===== src/rtl/noc_pkg.sv =====
// Shared NoC types and sizing for the neuron-side injection and receive paths.
// No logic; constants and typedefs only.
// Packet width is an integer multiple of the flit width.
package noc_pkg;
   localparam int PACKET_SIZE      = 32;
   localparam int FLIT_SIZE        = 4;
   localparam int FLITS_PER_PACKET = PACKET_SIZE / FLIT_SIZE;

   typedef logic [FLIT_SIZE-1:0]   flit_t;
   typedef logic [PACKET_SIZE-1:0] packet_t;

   typedef enum logic {
      RX_IDLE,
      RX_RECV
   } rx_state_t;
endpackage


===== src/rtl/packet_fifo.sv =====
// Synchronous FIFO holding completed packets; head is read straight from storage.
// Latency: a push is visible at the head in the cycle after the edge.
// Backpressure: push is ignored while full, pop is ignored while empty.
module packet_fifo #(
   parameter int WIDTH = 32,
   parameter int DEPTH = 2,
   localparam int AW   = (DEPTH > 1) ? $clog2(DEPTH) : 1,
   localparam int CW   = $clog2(DEPTH + 1)
) (
   input  logic             clk,
   input  logic             rst_n,
   input  logic             push,
   input  logic [WIDTH-1:0] push_dat,
   input  logic             pop,
   output logic [WIDTH-1:0] head_dat,
   output logic [CW-1:0]    count,
   output logic             full,
   output logic             empty
);
   logic [WIDTH-1:0] mem [DEPTH];
   logic [AW-1:0]    wr_ptr;
   logic [AW-1:0]    rd_ptr;
   logic             do_push;
   logic             do_pop;

   function automatic logic [AW-1:0] ptr_inc(input logic [AW-1:0] p);
      return (p == AW'(DEPTH - 1)) ? '0 : p + 1'b1;
   endfunction

   assign do_push  = push && !full;
   assign do_pop   = pop && !empty;
   assign head_dat = mem[rd_ptr];
   assign full     = (count == CW'(DEPTH));
   assign empty    = (count == '0);

   always_ff @(posedge clk or negedge rst_n) begin
      if (!rst_n) begin
         for (int i = 0; i < DEPTH; i++) mem[i] <= '0;
         wr_ptr <= '0;
         rd_ptr <= '0;
         count  <= '0;
      end else begin
         if (do_push) begin
            mem[wr_ptr] <= push_dat;
            wr_ptr      <= ptr_inc(wr_ptr);
         end
         if (do_pop) rd_ptr <= ptr_inc(rd_ptr);
         count <= count + CW'(do_push) - CW'(do_pop);
      end
   end
endmodule


===== src/rtl/local_packet_receiver.sv =====
// Reassembles MSB-first flits from the router local port into packets for the neuron.
// Latency: packet at the buffer head one cycle after its last flit is accepted.
// Backpressure: full asserts from registered occupancy; held flits are never sampled.
module local_packet_receiver
   import noc_pkg::*;
#(
   parameter int PACKET_SIZE = noc_pkg::PACKET_SIZE,
   parameter int FLIT_SIZE   = noc_pkg::FLIT_SIZE,
   parameter int PKT_DEPTH   = 2
) (
   input  logic                   clk,
   input  logic                   rst_n,
   input  logic [FLIT_SIZE-1:0]   flit_in,
   input  logic                   write_req,
   output logic                   full,
   output logic [PACKET_SIZE-1:0] pkt_data,
   output logic                   pkt_valid,
   input  logic                   pkt_ready,
   output logic [15:0]            rx_count
);
   localparam int FLITS   = PACKET_SIZE / FLIT_SIZE;
   localparam int CNT_W   = $clog2(FLITS);
   localparam int FIFO_CW = $clog2(PKT_DEPTH + 1);
   localparam logic [CNT_W-1:0] LAST_FLIT = CNT_W'(FLITS - 1);

   rx_state_t              state;
   logic [CNT_W-1:0]       flit_cnt;
   logic [PACKET_SIZE-1:0] shreg;
   logic [15:0]            rx_cnt_q;
   logic [PACKET_SIZE-1:0] asm_word;
   logic [FIFO_CW-1:0]     fifo_count;
   logic                   fifo_empty;
   logic                   accept;
   logic                   pkt_push;
   logic                   pkt_pop;

   assign accept    = write_req && !full;
   assign asm_word  = {shreg[PACKET_SIZE-FLIT_SIZE-1:0], flit_in};
   assign pkt_push  = accept && (state == RX_RECV) && (flit_cnt == LAST_FLIT);
   assign pkt_pop   = pkt_valid && pkt_ready;
   assign pkt_valid = !fifo_empty;
   assign rx_count  = rx_cnt_q;

   always_ff @(posedge clk or negedge rst_n) begin
      if (!rst_n) begin
         state    <= RX_IDLE;
         flit_cnt <= '0;
         shreg    <= '0;
         rx_cnt_q <= '0;
      end else begin
         if (accept) begin
            shreg <= asm_word;
            if (flit_cnt == LAST_FLIT) begin
               flit_cnt <= '0;
               state    <= RX_IDLE;
            end else begin
               flit_cnt <= flit_cnt + 1'b1;
               state    <= RX_RECV;
            end
         end
         if (pkt_push) rx_cnt_q <= rx_cnt_q + 16'd1;
      end
   end

   packet_fifo #(
      .WIDTH (PACKET_SIZE),
      .DEPTH (PKT_DEPTH)
   ) u_fifo (
      .clk      (clk),
      .rst_n    (rst_n),
      .push     (pkt_push),
      .push_dat (asm_word),
      .pop      (pkt_pop),
      .head_dat (pkt_data),
      .count    (fifo_count),
      .full     (full),
      .empty    (fifo_empty)
   );

   // Push is gated by full, so occupancy can never exceed the buffer depth.
   assert property (@(posedge clk) disable iff (!rst_n) fifo_count <= FIFO_CW'(PKT_DEPTH));
endmodule

===== config.mk =====
export PLATFORM = sky130hd
export DESIGN_NAME = local_packet_receiver
export DESIGN_NICKNAME = d
export VERILOG_FILES = /design/src/rtl/noc_pkg.sv /design/src/rtl/packet_fifo.sv /design/src/rtl/local_packet_receiver.sv
export SDC_FILE = /design/constraint.sdc
export NUM_CORES = 1
export LEC_CHECK = 0
export CAP_MARGIN = 20
export CORE_MARGIN = 1.5
export CORE_UTILIZATION = 40
export DETAILED_ROUTE_END_ITERATION = 10
export MAX_ROUTING_LAYER = met4
export SLEW_MARGIN = 25
export SYNTH_ARGS = -nofsm -noshare
export SYNTH_HDL_FRONTEND = slang
export SYNTH_SLANG_ARGS = --single-unit

===== constraint.sdc =====
create_clock -name clk -period 3.3 [get_ports clk]
set_input_delay 0.66 -clock clk [delete_from_list [all_inputs] [get_ports clk]]
set_output_delay 0.66 -clock clk [all_outputs]
set_load 0.005 [all_outputs]

# Word level (Yosys, flattened, before mapping)
# Cells that the tools add are included.
dict set report totals {
  ff_bits 116
  latchBits 0
  ram_bits 0
  mem_bits_ro 0
  in_bits 8
  out_inout_bits 50
  elab_cells 42
  n_memories 0
}
dict set report op_classes {
  add_sub_neg 6
  n_mul 0
  div 0
  magnitude_cmp 3
  n_eq_ne 2
  n_shift 0
  mux 10
  n_bitwise 2
  n_reduce_logical 10
}
# op n
set op_table {}
lappend op_table {{2-to-1 mux 32 bit} 4}
lappend op_table {{bitwise mux 64 bit} 1}
lappend op_table {{demux 32 bit (select 1 bit)} 1}
lappend op_table {{adder 16 x 1 -> 16 bit (second input constant)} 1}
lappend op_table {{logical AND 1 bit} 7}
lappend op_table {{>= comparator 2 bit (second input constant)} 2}
lappend op_table {{NOT 1 -> 2 bit} 2}
lappend op_table {{adder 3 x 1 -> 3 bit (second input constant)} 1}
lappend op_table {{equality test 3 bit (second input constant)} 1}
lappend op_table {{2-to-1 mux 1 bit} 3}
lappend op_table {{2-to-1 mux 3 bit} 1}
lappend op_table {{adder 1 bit (second input constant)} 2}
lappend op_table {{adder 2 x 1 -> 2 bit} 1}
lappend op_table {{equality test 2 bit (second input constant)} 1}
lappend op_table {{logical NOT 1 bit} 2}
lappend op_table {{logical NOT 2 bit} 1}
lappend op_table {{less-than comparator 2 x 1 -> 1 bit (second input constant)} 1}
lappend op_table {{subtractor 2 x 1 -> 2 bit} 1}

# Longest topological paths before layout
# Gate-level depths: netlist (run 1).
dict set report depth {
  ltp_word 8
  ltp_mapped 7
  mapped_depth_nobuf 7
}

# By module
# From an unflattened synthesis (run 1), not the netlist that was laid out.
dict set report unflattened {
  cells_unflattened 390
  area_unflattened_um2 4984.8
}
# module n_inst cells_each area_each_um2 seq_area_each_um2
set modules_own_cells {}
lappend modules_own_cells {packet_fifo 1 189 3011.6 1701.6}
lappend modules_own_cells {local_packet_receiver 1 201 1973.1 1201.2}

# Worst setup path after synthesis (run 1)
# OpenSTA, ideal clock, no wires.
dict set report synth_timing {
  path_kind {register -> output}
  start {reg u_fifo.rd_ptr}
  end {out pkt_data[1]}
  t_arrival_ps 1242
  t_required_ps 2640
  slack_ps 1398
  path_stages_with_launch 4
  path_buffers 2
  cell_sequence {dfrtp_1 clkbuf_1 clkbuf_1 mux2_2}
}
dict set report synth_between {
  elab_chain_len 4
}
# item line_no
set synth_rtl {}
lappend synth_rtl {{start, declared} packet_fifo.sv:22} ;# logic [AW-1:0] rd_ptr;
lappend synth_rtl {{start signal, assigned} packet_fifo.sv:47} ;# if (do_pop) rd_ptr <= ptr_inc(rd_ptr);
lappend synth_rtl {{NOT 1 -> 2 bit (not written as such)} packet_fifo.sv:32} ;# assign head_dat = mem[rd_ptr];
lappend synth_rtl {{2-to-1 mux 32 bit (not written as such) (3 in series)} packet_fifo.sv:32}
lappend synth_rtl {{end, declared} local_packet_receiver.sv:16} ;# output logic [PACKET_SIZE-1:0] pkt_data,
# Every way passes these cells. The select of a mux whose other input is x is not followed.

# Worst setup path in the final report (run 1)
dict set report layout_timing {
  start {reg u_fifo.rd_ptr}
  end {out pkt_data[9]}
}
# The elaborated chain is that of the path after synthesis.

==> impl_metrics.tcl, run 1 <==
set metrics [dict create \
    status "finished clean" \
    path_clk_slew_ns 0.06 \
    slew_headroom 0.472 \
    via_per_inst 4.84 \
    finalCritPeriodShare 0.794 \
    yosys.area_share.simple 0.0503 \
    start_util 0.415 \
    crit_buf_inv 2 \
    drc 0 \
    combPwrFrac 0.289 \
    critPathKind "reg2out" \
    rsz0062_at_grt "false" \
    placed_cells 546 \
    antenna_found_initial 0 \
    min-delay-path-class "in2async" \
    htree_levels 4 \
    ys_async_sr_fraction 1.00 \
    yosys.area.top_type "dfrtp_1" \
    hold_viol 0 \
    cp-end-kind "output pin" \
    clockBufferDepth 2 \
    powerDensity_nw_per_um2 904 \
    synth_compound_area_frac 0.00345 \
    slowest_stage "clkdlybuf4s50_1" \
    synth_edf_count 0 \
    yosys-top-cells-count "116 x dfrtp_1, 95 x mux2_2, 30 x mux2_4" \
    vias 2797 \
    synth_ff_type "dfrtp_1" \
    multiInputGateArea_um2 2040 \
    syn_avg_cell_area_um2 15.5 \
    fillerInstances 1073 \
    grt-ovfl-total 0 \
    die_area_um2 13400 \
    crit_family "buffers and inverters" \
    numCtsBuffers 17 \
    grt_pass1_wl_mm 15.5 \
    cts-root-buf "clkbuf_16" \
    cts_tree "yes" \
    place_congestion 0.754 \
    drt_iter0_markers 110 \
    slew_violations 0 \
    setup_violations 0 \
    pwr-share-seq 0.401 \
    arrival_ns 1.96 \
    fin_total_pwr_uw 5770 \
    grt_use_total 0.160 \
    skew_ns 0.00974 \
    synth_most_common_cell "dfrtp_1" \
    syn_to_final_growth_pct 25.8 \
    period_needed_ns 2.62 \
    finalSetupTns_ns 0 \
    yosysSeqAreaShare 0.572 \
    crit_path_max_fanout 23 \
    dr.pass1.iters 4 \
    cp.required_ns 2.64 \
    cts_hold_buf 0 \
    syn_area_um2 5070 \
    yosys.area_share.xor_xnor 0.0328 \
    switching_share 0.267 \
    ios 58 \
    grt_start_max_net_pins 64 \
    synth_warnings 0 \
    worstSetupStartpointType "flop" \
    rows 40 \
    max_stage_delay_ns 0.46 \
    holdWs_ns 0.332 \
    synth-seq-cells 116 \
    synthAdderAreaFrac 0.0123 \
    final_nets 410 \
    cts.repair.resized 0 \
    synthMuxAreaShare 0.302 \
    final_layout_size_suffix_gt1_frac 0.417 \
    netlist_instances 328 \
    routed_wl_mm 9.14 \
    synth_top_family_by_area "multiplexers" \
    power_leakage_uw 0.00300 \
    clk_latency_ns 0.41 \
    synth_area_leaders "dfrtp_1 57%, mux2_2 21%, mux2_4 8.9%" \
    drt-wirelength-per-cell_um 15.8 \
    cp_cell_sequence "buf_4 -> mux2_2 -> clkdlybuf4s50_1" \
    synth_nets 341 \
    fmax_mhz 382 \
    post_cts_buffers 0 \
    hpwl_mm 5.53 \
    die_w_um 116 \
    netSwitchingPower_uw 1540 \
    maxCapViolCount 0 \
    ys_types 26 \
    n_antenna_cell 0 \
    clkSinkCount 116 \
    io_buffers 57 \
    ant_nets 0 \
    worstMarginPinSlew_ns 0.792 \
    grt_pass1_vias 3005 \
    internal_power_uw 4230 \
    core_um2 12200 \
    final_cells 578 \
    seq_area_um2 2900 \
    clock_power_share 0.309 \
    dieHeight_um 116 \
    synth_top_cell_area_share 0.572 \
    ir_drop_v 0.000375 \
]
-- final timing paths --
check | startpoint | end | slack, ns | cells past startpoint
setup / recovery | u_fifo.rd_ptr$_DFFE_PN0P_ | pkt_data[9] | 0.68 | 3
max in group asynchronous | rst_n | shreg[8]$_DFFE_PN0N_ | 2.08 | 2
hold / removal | rst_n | rx_count[4]$_DFFE_PN0N_ | 0.33 | 1
min in group clk | rx_count[15]$_DFFE_PN0N_ | rx_count[15]$_DFFE_PN0N_ | 0.47 | 1
setup reg to reg | flit_cnt[0]$_DFFE_PN0N_ | u_fifo.mem[30]$_DFFE_PN0P_ | 0.96 | 6
hold reg to reg | rx_count[15]$_DFFE_PN0N_ | rx_count[15]$_DFFE_PN0N_ | 0.47 | 1
-- through the flow --
| stage | worst slack [ns] | area (um^2) | util |
|---|---|---|---|
| floorplan | 1.40 | 5070 | - |
| global placement | 0.638 | 5800 | 0.475 |
| detailed placement | 0.616 | 5800 | 0.475 |
| CTS | 0.642 | 6380 | 0.523 |
| global route | 0.594 | 6380 | 0.523 |
| finish | 0.681 | 6380 | 0.523 |
-- sequential cells by signal, indices dropped and copies added (netlist names) --
register,flops
state,1
u_fifo.wr_ptr,1
u_fifo.mem,64
flit_cnt,3
shreg,28
u_fifo.count,2
u_fifo.rd_ptr,1
rx_count,16
-- worst register-to-register path: cells and delay by family (launching register included) --
kind,cells,cell delay [ns]
DFF,1,0.39
and+or+nand+nor,3,0.97
adders and majority gates,2,0.39
muxes,1,0.46
-- per-layer routing --
layer,part of all wire,global-route usage,routed length [um]
met5,0,-,0
met2,0.46,0.232,4210
met3,0.030,0.0455,278
met1,0.49,0.209,4490
met4,0.017,0.0740,158
-- logic make-up (layout without fill, tap and decap cells) --
group | count (synthesis) | in the layout
XOR/XNOR | 19 | 19
flip-flops | 116 | 116
AND/OR/NAND/NOR | 38 | 38
AO/OA/AOI/OAI | 3 | 3
buffers and inverters | 21 | 103
adder cells (fa/ha/maj) | 5 | 5
multiplexers | 126 | 126
-- area by class of cell --
type	count	area share
timing repair buffer	66	0.0996
clock inverter	10	0.0165
sequential	116	0.455
multi-input combinational	191	0.319
tap	168	0.0329
clock buffer	22	0.0743
inverter	5	0.00294
-- layout by cell type (no fill, tap or decap), types with 3 or more instances in the layout --
cell type,netlist,final
mux2_2,95,95
nand2_1,5,5
xnor2_1,16,16
ha_1,5,5
xor2_1,3,3
clkbuf_8,0,3
inv_1,5,5
and2_1,4,4
mux2_4,30,30
buf_4,0,10
nand3_1,3,3
clkdlybuf4s50_1,0,56
nand4_1,11,11
dfrtp_1,116,116
and3_1,5,5
clkbuf_16,0,17
clkinv_2,0,6
-- power by group through the flow --
stage	Sequential, uW	Clock (uW)	Combinational (uW)
final	2320	1790	1670
after CTS	2320	1820	1710
after global placement	2320	0	1670
after detailed placement	2340	0	1700
after floorplan	2210	0	1090
after global routing	2400	1900	1830
Note: power is estimated with default switching activity, not from simulation.
==> inputs of run 2 (changes only) <==
clock period = 2.4 ns   (was 3.3 ns; I/O delays follow)
==> run 2 against run 1 <==
  * First-iteration DRC count shrank 6.4%
  * Via count shrank 0.11%
  * Worst hold slack lost 0.29 ns
  * Sequential share of layout area shrank 1.2 points
  * Critical path depth is the same
  * Final area grew 2.7%
  * Routed wire length shrank 0.15%
  * Final cell count grew 0.35%
  * Die area is the same
  * Core utilization grew 1.4 points
  * Register-to-register slack lost 0.49 ns
  * Critical path type unchanged
  * Critical endpoint is now pkt_data[13]
  * Largest cell class unchanged
==> impl_metrics.tcl, run 2 (same netlist as run 1, synthesis figures left out) <==
set metrics [dict create \
    dr.pass1.iters 4 \
    cp.required_ns 1.92 \
    slew_violations 0 \
    stdcell_area_um2 6560 \
    io_buffers 57 \
    crit_path_max_fanout 22 \
    grt-ovfl-total 0 \
    largest_register_ffs 64 \
    grt_use_total 0.163 \
    cp-end-kind "output pin" \
    die_area_um2 13400 \
    htree_levels 4 \
    routed-wl-met3_um 322 \
    ios 58 \
    hold_viol 0 \
    holdWs_ns 0.0399 \
    fmax_mhz 430 \
    drt_iter0_markers 103 \
    core_um2 12200 \
    fin_ws_ns 0.0761 \
    vias 2794 \
    final_cell_mix "116 x dfrtp_1, 95 x mux2_2, 56 x clkdlybuf4s50_1" \
    period_needed_ns 2.32 \
    wl_met1_mm 4.41 \
    arrival_ns 1.84 \
    drt-wirelength-per-cell_um 15.7 \
    rows 40 \
    critPathKind "reg2out" \
    n_antenna_cell 0 \
    worstSetupStartpointType "flop" \
    grt_pass1_vias 3137 \
    setup_violations 0 \
    worstMarginPinSlew_ns 0.493 \
    clockBufferDepth 2 \
    start_util 0.415 \
    final_nets 412 \
    via_per_inst 4.82 \
    numCtsBuffers 17 \
    path_clk_slew_ns 0.05 \
    grt_pass1_wl_mm 16.0 \
    grt_start_max_net_pins 54 \
    place_congestion 0.694 \
    min-delay-path-class "in2async" \
    status "finished clean" \
    layout_commonest_cell "dfrtp_1" \
    syn_to_final_growth_pct 29.3 \
    finalSetupTns_ns 0 \
    drc 0 \
    regMostFlops "u_fifo.mem" \
    cts-root-buf "clkbuf_16" \
    power_leakage_uw 0.00309 \
    routed-wl-met2_mm 4.28 \
    finalCritPeriodShare 0.968 \
    dieHeight_um 116 \
    ant_nets 0 \
    highest_layer "met4" \
    clk_latency_ns 0.41 \
    die_w_um 116 \
    slew_headroom 0.671 \
    final_util 0.537 \
    post_cts_buffers 0 \
    routed_wl_mm 9.13 \
    cts_tree "yes" \
    antenna_found_initial 0 \
    final_layout_size_suffix_gt1_frac 0.422 \
    ir_drop_v 0.000692 \
    rsz0062_at_grt "false" \
    pre_cts_slack_ns 0.284 \
    hpwl_mm 5.62 \
    powerDensity_nw_per_um2 1290 \
    clkSinkCount 116 \
    maxCapViolCount 0 \
    skew_ns 0.00394 \
    placed_cell_area_um2 5860 \
]
run 2: worst paths after layout:
kind / startpoint / to / slack [ns] / cells after the start
worst min-delay path: rst_n / rx_count[0]$_DFFE_PN0N_ / 0.04 / 1
min in group clk: rx_count[15]$_DFFE_PN0N_ / rx_count[15]$_DFFE_PN0N_ / 0.48 / 1
worst max register to register: flit_cnt[0]$_DFFE_PN0N_ / u_fifo.mem[26]$_DFFE_PN0P_ / 0.47 / 7
worst max-delay path: u_fifo.rd_ptr$_DFFE_PN0P_ / pkt_data[13] / 0.08 / 3
worst min register to register: rx_count[15]$_DFFE_PN0N_ / rx_count[15]$_DFFE_PN0N_ / 0.48 / 1
max in group asynchronous: rst_n / u_fifo.mem[15]$_DFFE_PN0P_ / 1.69 / 2
run 2: layer usage:
layer	track usage	up-vias
li1	-	1307
met1	0.212	1425
met2	0.235	47
met3	0.0518	15
met4	0.0691	0
met5	-	-
run 2: cell type report:
cell class	instances	area, um^2
clock buffers	23	498
clock inverters	9	195
fillers	1063	5660
inverters	5	18.8
multi-input cells	191	2040
flip-flops and latches	116	2900
well taps	168	210
repair buffers	68	696
run 2: metrics by stage:
step	cells	power [uW]
after global placement	548	5490
final	580	8440
after global routing	580	8960
after floorplan	328	4540
after detailed placement	548	5560
after CTS	580	8560
run 2: worst max-delay path, stage by stage (launching register included):
cell	delay (ns)
dfrtp_1	0.37
buf_8	0.23
mux2_2	0.38
clkdlybuf4s50_1	0.45
run 2: timing repair:
item                                    CTS  global route
gates resized for setup                   1             1
endpoints found under the setup margin   21            15
hold buffers                              0             0
endpoints found under the hold margin     0             0
run 2: power by group:
part	total, uW	leakage [uW]	switching (uW)	internal (uW)
logic	2330	0.00124	758	1570
registers	3190	0.00150	520	2670
clock network	2920	0.000343	844	2080
total	8440	0.00309	2120	6320
